File: src/rtl/core_pkg.sv
// Shared definitions for the RV64I pipeline: ALUOp encodings, funct width and
// the bundle of decoded control signals carried between stages.
package core_pkg;

  localparam logic [1:0] ALUOP_MEM = 2'b00;
  localparam logic [1:0] ALUOP_BR  = 2'b01;
  localparam logic [1:0] ALUOP_R   = 2'b10;

  localparam int FUNCT_W = 4;

  typedef struct packed {
    logic       reg_write;
    logic       mem_to_reg;
    logic       branch;
    logic       mem_read;
    logic       mem_write;
    logic       alu_src;
    logic [1:0] alu_op;
  } ctrl_t;

  localparam ctrl_t CTRL_NOP = '0;

  // An instruction that is not valid must never carry live control into EX.
  function automatic ctrl_t gate_ctrl(input ctrl_t c, input logic valid);
    return valid ? c : CTRL_NOP;
  endfunction

endpackage

File: src/rtl/id_ex_stage_reg_sat_counter.sv
// Saturating up-counter: steps by one when inc is set and hold is clear,
// sticks at all-ones and never wraps. Only reset clears it.
module sat_counter #(
  parameter int CNT_W = 16
) (
  input  logic             clk,
  input  logic             reset,
  input  logic             inc,
  input  logic             hold,
  output logic [CNT_W-1:0] count
);

  localparam logic [CNT_W-1:0] ONE = {{(CNT_W-1){1'b0}}, 1'b1};

  logic [CNT_W-1:0] r_count;
  logic             w_step;

  assign w_step = inc && !hold && (r_count != '1);

  always_ff @(posedge clk or posedge reset) begin
    if (reset) begin
      r_count <= '0;
    end else if (w_step) begin
      r_count <= r_count + ONE;
    end
  end

  assign count = r_count;

endmodule

File: src/rtl/id_ex_stage_reg.sv
// ID/EX pipeline register with hazard stall/flush and a saturating count of
// bubbles entering EX. Every output comes straight from a flop.
module id_ex_stage_reg
  import core_pkg::*;
#(
  parameter int DATA_W = 64,
  parameter int REG_AW = 5,
  parameter int CNT_W  = 16
) (
  input  logic               clk,
  input  logic               reset,
  input  logic               stall,
  input  logic               flush,
  input  logic               id_valid,
  input  logic [DATA_W-1:0]  id_pc,
  input  logic [DATA_W-1:0]  id_rs1_data,
  input  logic [DATA_W-1:0]  id_rs2_data,
  input  logic [DATA_W-1:0]  id_imm,
  input  logic [REG_AW-1:0]  id_rs1,
  input  logic [REG_AW-1:0]  id_rs2,
  input  logic [REG_AW-1:0]  id_rd,
  input  logic               id_instr30,
  input  logic [2:0]         id_funct3,
  input  logic               id_reg_write,
  input  logic               id_mem_to_reg,
  input  logic               id_branch,
  input  logic               id_mem_read,
  input  logic               id_mem_write,
  input  logic               id_alu_src,
  input  logic [1:0]         id_alu_op,
  output logic               ex_valid,
  output logic [DATA_W-1:0]  ex_pc,
  output logic [DATA_W-1:0]  ex_rs1_data,
  output logic [DATA_W-1:0]  ex_rs2_data,
  output logic [DATA_W-1:0]  ex_imm,
  output logic [REG_AW-1:0]  ex_rs1,
  output logic [REG_AW-1:0]  ex_rs2,
  output logic [REG_AW-1:0]  ex_rd,
  output logic [FUNCT_W-1:0] ex_funct,
  output logic               ex_reg_write,
  output logic               ex_mem_to_reg,
  output logic               ex_branch,
  output logic               ex_mem_read,
  output logic               ex_mem_write,
  output logic               ex_alu_src,
  output logic [1:0]         ex_alu_op,
  output logic [CNT_W-1:0]   bubble_count
);

  logic               r_valid;
  logic [DATA_W-1:0]  r_pc;
  logic [DATA_W-1:0]  r_rs1_data;
  logic [DATA_W-1:0]  r_rs2_data;
  logic [DATA_W-1:0]  r_imm;
  logic [REG_AW-1:0]  r_rs1;
  logic [REG_AW-1:0]  r_rs2;
  logic [REG_AW-1:0]  r_rd;
  logic [FUNCT_W-1:0] r_funct;
  ctrl_t              r_ctrl;

  ctrl_t              w_ctrl_in;
  logic               w_load;
  logic               w_bubble;
  logic               w_cnt_hold;

  assign w_ctrl_in = '{reg_write:  id_reg_write,
                       mem_to_reg: id_mem_to_reg,
                       branch:     id_branch,
                       mem_read:   id_mem_read,
                       mem_write:  id_mem_write,
                       alu_src:    id_alu_src,
                       alu_op:     id_alu_op};

  assign w_load = !flush && !stall;

  // A bubble is either a flush or a load of something that is not an instruction.
  assign w_bubble   = flush || !id_valid;
  assign w_cnt_hold = stall && !flush;

  always_ff @(posedge clk or posedge reset) begin
    if (reset) begin
      r_valid    <= 1'b0;
      r_pc       <= '0;
      r_rs1_data <= '0;
      r_rs2_data <= '0;
      r_imm      <= '0;
      r_rs1      <= '0;
      r_rs2      <= '0;
      r_rd       <= '0;
      r_funct    <= '0;
      r_ctrl     <= CTRL_NOP;
    end else if (flush) begin
      r_valid    <= 1'b0;
      r_pc       <= '0;
      r_rs1_data <= '0;
      r_rs2_data <= '0;
      r_imm      <= '0;
      r_rs1      <= '0;
      r_rs2      <= '0;
      r_rd       <= '0;
      r_funct    <= '0;
      r_ctrl     <= CTRL_NOP;
    end else if (w_load) begin
      r_valid    <= id_valid;
      r_pc       <= id_pc;
      r_rs1_data <= id_rs1_data;
      r_rs2_data <= id_rs2_data;
      r_imm      <= id_imm;
      r_rs1      <= id_rs1;
      r_rs2      <= id_rs2;
      r_rd       <= id_rd;
      r_funct    <= {id_instr30, id_funct3};
      r_ctrl     <= gate_ctrl(w_ctrl_in, id_valid);
    end
  end

  sat_counter #(
    .CNT_W (CNT_W)
  ) u_bubble_cnt (
    .clk   (clk),
    .reset (reset),
    .inc   (w_bubble),
    .hold  (w_cnt_hold),
    .count (bubble_count)
  );

  assign ex_valid      = r_valid;
  assign ex_pc         = r_pc;
  assign ex_rs1_data   = r_rs1_data;
  assign ex_rs2_data   = r_rs2_data;
  assign ex_imm        = r_imm;
  assign ex_rs1        = r_rs1;
  assign ex_rs2        = r_rs2;
  assign ex_rd         = r_rd;
  assign ex_funct      = r_funct;
  assign ex_reg_write  = r_ctrl.reg_write;
  assign ex_mem_to_reg = r_ctrl.mem_to_reg;
  assign ex_branch     = r_ctrl.branch;
  assign ex_mem_read   = r_ctrl.mem_read;
  assign ex_mem_write  = r_ctrl.mem_write;
  assign ex_alu_src    = r_ctrl.alu_src;
  assign ex_alu_op     = r_ctrl.alu_op;

endmodule

File: config.mk
export PLATFORM = sky130hd
export DESIGN_NAME = id_ex_stage_reg
export DESIGN_NICKNAME = d
export VERILOG_FILES = /design/src/rtl/core_pkg.sv /design/src/rtl/id_ex_stage_reg_sat_counter.sv /design/src/rtl/id_ex_stage_reg.sv
export SDC_FILE = /design/constraint.sdc
export NUM_CORES = 1
export LEC_CHECK = 0
export CORE_AREA = 8 8 221 223
export DETAILED_ROUTE_END_ITERATION = 10
export DIE_AREA = 0 0 229 231
export PLACE_DENSITY = 0.57
export SLEW_MARGIN = 40
export SYNTH_ARGS = -nofsm -noshare
export SYNTH_HDL_FRONTEND = slang
export SYNTH_SLANG_ARGS = --single-unit
File: constraint.sdc
create_clock -name clk -period 15 [get_ports clk]
set_clock_uncertainty 0.05 [all_clocks]
set_input_delay 3 -clock clk [delete_from_list [all_inputs] [get_ports clk]]
set_output_delay 3 -clock clk [all_outputs]
set_load 0.005 [all_outputs]
==> results_dict.tcl, run 1 <==
set metrics [dict create \
    power.leakage_nw 9.17 \
    start_kind "primary input" \
    final_cell_mix "clkdlybuf4s50_1 (584), dfrtp_1 (300), nor2_1 (293)" \
    period_share_pct 31.6 \
    avgSynthCellArea_um2 12.1 \
    gr-total-overflow 0 \
    dieArea_mm2 0.0529 \
    drt_iter0_drc 537 \
    cts_tree "yes" \
    final_cells 2201 \
    crit_fanout 76 \
    crit_arrival_ns 5.07 \
    grt_start_max_net_pins 99 \
    first_pass_iters 4 \
    start_util_pct 26.9 \
    io_pins 588 \
    ant_nets 0 \
    hold_viol 0 \
    worstSetupEndpointType "flop" \
    dp_slack_ns 9.35 \
    grtUsageTotal_pct 16.4 \
    die_x_um 229 \
    htreeDepth 2 \
    clock-root-buffer "clkbuf_16" \
    drive_gt1_share_pct 5.00 \
    fin_total_pwr_mw 2.12 \
    worstReg2RegEnd "u_bubble_cnt.count[1]" \
    nets 1864 \
    powerDensity_mw_per_mm2 107 \
    ys_async_sr_fraction_pct 100 \
    coreArea_mm2 0.0451 \
    num_vias 9591 \
    cts_setup_buffers 0 \
    ys_ff_latch 300 \
    final-setup-viol-count 0 \
    final_util_pct 43.9 \
    postSynthCellCount 1004 \
    port-buffer-count 587 \
    drv_cap 0 \
    placedCellCount 2137 \
    ctsHoldBuffers 0 \
    mostFrequentLayoutCell "clkdlybuf4s50_1" \
    clk_path_buf_depth 3 \
    hold_end "u_bubble_cnt.count[15]" \
    detail_route.drc_violations 0 \
    finalSetupTns_ns 0 \
    post_drt_wl_per_cell_um 20.6 \
    drv_slew 0 \
    die_h_um 231 \
    slew_headroom_pct 44.1 \
    rsz0062_at_grt "no" \
    viasPerCell 4.36 \
    grt_pass1_vias 10400 \
    ys_types 33 \
    cts.sinks 300 \
    antenna_found_initial 3 \
    peakVddDrop_v 0.0000615 \
    grt_pass1_wl_um 68000 \
    clkLatencyLatePin_ns 0.52 \
    rr_worst_depth 5 \
    reg2reg_slack_ns 13.13 \
    worst_ep_required_time_ns 15.33 \
    dp.final_hpwl_um 33700 \
    synth-edff-count 0 \
    rr_startpoint "u_bubble_cnt.count[0]" \
    wl_um 45200 \
    cts-buffers-inserted 36 \
    fin_ws_ns 10.26 \
    netlist_area_mm2 0.0121 \
    period_needed_ns 4.74 \
    path_clk_slew_ns 0.06 \
    outcome "finished, final reports clean" \
    min_from "u_bubble_cnt.count[15]" \
    ys.flop_type "dfrtp_1" \
    fp-row-count 78 \
    hold_depth 1 \
    tightest_slew_ns 0.838 \
    yosysSeqAreaShare_pct 61.8 \
    syn_to_final_growth_pct 63.1 \
    syn_nets 1293 \
    max_freq_ghz 0.211 \
    min_path_type "flop to flop" \
    yosys_warnings 0 \
    crit_type "primary input to flop" \
    place.gp.congestion 0.791 \
    cts_resized 0 \
]
==> how the worst max path moves through the flow <==
stage	from	endpoint	slack [ns]
finish	flush	ex_rs1_data[47]	10.26
global placement	stall	ex_mem_write	8.94
CTS	reset	ex_rs2_data[53]	9.93
global route	reset	ex_rs2_data[40]	9.98
detailed placement	reset	ex_rs2_data[42]	9.35
floorplan	reset	ex_alu_op[0]	3.66
==> cells in the mapped netlist, types with 3 or more instances <==
cell | number | area (µm²)
dfrtp_1 | 300 | 7510
nor2_1 | 293 | 1100
mux2i_1 | 275 | 2750
clkbuf_1 | 35 | 131
buf_2 | 29 | 145
nand2_1 | 14 | 52.6
a21oi_1 | 10 | 50.1
xnor2_1 | 7 | 61.3
xor2_1 | 7 | 61.3
nand4_1 | 5 | 31.3
nand3_1 | 3 | 15.0
==> layout make-up <==
cell class                      count  area, µm²
Clock buffer                       50       1030
Sequential cell                   300       7510
Multi-Input combinational cell    636       4350
Timing Repair Buffer              599       6030
Inverter                            2       15.0
Antenna cell                        1       2.50
Fill cell                        4280      25300
Clock inverter                     13        120
Tap cell                          600        751
==> power breakdown <==
part           internal, mW  total [mW]  switching, mW
clock network         0.515       0.861          0.345
registers             0.862       0.902         0.0400
logic                 0.213       0.353          0.140
==> metrics by stage <==
step / instance area (µm²) / hold slack, ns
2_1_floorplan: 12100 / 0.438
3_3_place_gp: 18600 / 0.452
3_5_place_dp: 18600 / 0.441
4_1_cts: 19800 / 0.448
5_1_grt: 19800 / 0.486
6_report: 19800 / 0.445
==> metal layers <==
| layer | share of wire [%] | wire [µm] | up-vias | track usage, % |
|---|---|---|---|---|
| met5 | 0.029 | 13 | - | 0 |
| li1 | - | - | 4484 | - |
| met1 | 39 | 17900 | 4683 | 18.9 |
| met2 | 49 | 22000 | 374 | 27.8 |
| met3 | 10 | 4730 | 48 | 7.87 |
| met4 | 1.4 | 627 | 2 | 3.23 |
==> worst max-delay path: stages <==
cell	delay (ns)
clkbuf_8	0.41
buf_4	0.71
buf_4	0.64
nor2_1	0.12
==> cell families (layout without fill, tap and decap cells) <==
family,after synthesis,after routing,synth area share [%]
other cells,0,1,0
fa+ha+maj,1,1,0.103
xor+xnor,14,14,1.01
buf+inv,68,664,2.40
compound gates,15,15,0.907
mux,276,276,22.8
simple gates,330,330,11.0
flops,300,300,61.8
Power figures use the tool's default switching activity.
==> run 2: changes to the inputs <==
--- a/config.mk
+++ b/config.mk
@@ -5,10 +5,10 @@
 export SDC_FILE = /design/constraint.sdc
 export NUM_CORES = 1
 export LEC_CHECK = 0
-export CORE_AREA = 8 8 221 223
+export CORE_AREA = 8 8 220 222
 export DETAILED_ROUTE_END_ITERATION = 10
-export DIE_AREA = 0 0 229 231
-export PLACE_DENSITY = 0.57
+export DIE_AREA = 0 0 228 230
+export PLACE_DENSITY = 0.6
 export SLEW_MARGIN = 40
 export SYNTH_ARGS = -nofsm -noshare
 export SYNTH_HDL_FRONTEND = slang
==> constraint.sdc (replaced) <==
create_clock -name clk -period 3.9 [get_ports clk]
set_clock_uncertainty 0.05 [all_clocks]
set_input_delay 0.78 -clock clk [delete_from_list [all_inputs] [get_ports clk]]
set_output_delay 0.78 -clock clk [all_outputs]
set_load 0.005 [all_outputs]
==> results_dict.tcl, run 2 (synthesis gave the netlist of run 1 again) <==
set metrics [dict create \
    drive_gt1_share_pct 4.99 \
    nets 1868 \
    fillers 4225 \
    crit_chain "clkdlybuf4s50_1" \
    tightest_slew_ns 0.595 \
    final_cell_mix "clkdlybuf4s50_1 (585), dfrtp_1 (300), nor2_1 (293)" \
    path_clk_slew_ns 0.06 \
    drt_iter0_drc 440 \
    port-buffer-count 587 \
    grt-busiest-layer "met2" \
    post_drt_wl_per_cell_um 20.2 \
    start_kind "flop" \
    grt_pass1_wl_um 67500 \
    die_x_um 228 \
    dp_slack_ns 1.13 \
    slowest_delay_ns 0.59 \
    gr-usage-met2_pct 27.1 \
    drv_slew 0 \
    viasPerCell 4.36 \
    clock-root-buffer "clkbuf_16" \
    cts_setup_buffers 0 \
    wl_um 44500 \
    cts_tree "yes" \
    place.gp.congestion 0.798 \
    powerDensity_mw_per_mm2 410 \
    clk_path_buf_depth 3 \
    crit_type "flop to primary output" \
    htreeDepth 2 \
    final_cells 2205 \
    cts_resized 0 \
    crit_fanout 6 \
    crit_arrival_ns 1.63 \
    rsz0062_at_grt "no" \
    period_share_pct 63.2 \
    ctsHoldBuffers 0 \
    met1_usage_pct 19.3 \
    dieArea_mm2 0.0524 \
    final-setup-viol-count 0 \
    dp.final_hpwl_um 32900 \
    min_path_type "flop to flop" \
    cpMaxStageDelayCell "clkdlybuf4s50_1" \
    start_util_pct 27.1 \
    hold_viol 0 \
    fp-row-count 78 \
    worst_ep_required_time_ns 3.07 \
    outcome "finished, final reports clean" \
    peakVddDrop_v 0.000340 \
    grt_start_max_net_pins 181 \
    worst-path-buf-inv 1 \
    ant_nets 0 \
    io_pins 588 \
    path_delay_family "buffers and inverters" \
    placedCellCount 2139 \
    grt_pass1_vias 10400 \
    first_pass_iters 7 \
    worstSetupEndpointType "primary output" \
    mostFrequentLayoutCell "clkdlybuf4s50_1" \
    slew_headroom_pct 60.3 \
    coreArea_mm2 0.0449 \
    power.leakage_nw 9.20 \
    fin_ws_ns 1.44 \
    drv_cap 0 \
    grt_util_met3_pct 6.94 \
    syn_to_final_growth_pct 64.1 \
    period_needed_ns 2.46 \
    grtUsageTotal_pct 16.3 \
    antenna_found_initial 3 \
    gr-total-overflow 0 \
    num_vias 9610 \
    detail_route.drc_violations 0 \
    clkLatencyLatePin_ns 0.52 \
    max_freq_ghz 0.406 \
    die_h_um 230 \
    cts-buffers-inserted 37 \
    cts.sinks 300 \
]
[run 2: metrics by stage]
step / utilization [%] / power (mW) / area (µm²) / hold WS (ns) / TNS (ns)
5_1_grt: 44.4 / 8.55 / 19900 / 0.490 / 0
4_1_cts: 44.3 / 8.36 / 19900 / 0.470 / 0
2_1_floorplan: - / 4.00 / 12100 / 0.438 / -275.12
3_3_place_gp: 41.6 / 4.89 / 18700 / 0.448 / 0
6_report: 44.4 / 8.18 / 19900 / 0.462 / 0
3_5_place_dp: 41.7 / 4.91 / 18700 / 0.458 / 0
[run 2: final cells by class]
type	count	area (µm²)	area share [%]
clock buffer	52	1050	5.28
sequential	300	7510	37.7
tap	600	751	3.77
antenna	3	7.51	0.0377
timing repair buffer	602	6140	30.8
inverter	2	11.3	0.0565
multi-input combinational	636	4350	21.8
clock inverter	10	118	0.590
[run 2: final timing paths]
check,from,endpoint,slack (ns),cells past startpoint
max reg2reg,u_bubble_cnt.count[0],u_bubble_cnt.count[1],2.03,5
min in group asynchronous,reset,ex_rs1_data[6],0.61,2
max in group asynchronous,reset,u_bubble_cnt.count[1],2.33,3
min reg2reg,ex_branch,ex_branch,0.46,2
max,u_bubble_cnt.count[8],bubble_count[8],1.44,1
min,ex_branch,ex_branch,0.46,2
[run 2: report_power, final]
part	switching (mW)	total, mW	internal (mW)	leakage (nW)
logic	0.539	1.37	0.828	4.67
clock network	1.33	3.34	2.01	0.561
registers	0.156	3.47	3.32	3.98
total	2.02	8.18	6.15	9.20
[run 2: routing by layer]
metal	share of wire, %	wire (µm)
met1	40	17800
met2	48	21400
met5	0.027	12
met4	2.0	905
met3	9.8	4360
[run 2: worst reg2reg max path, cell delays in order, from the launching register on]
cell and delay (ns):
dfrtp_1 0.45, ha_1 0.25, nand3_1 0.17, nor4_4 0.41, nor2_2 0.11, mux2_4 0.31
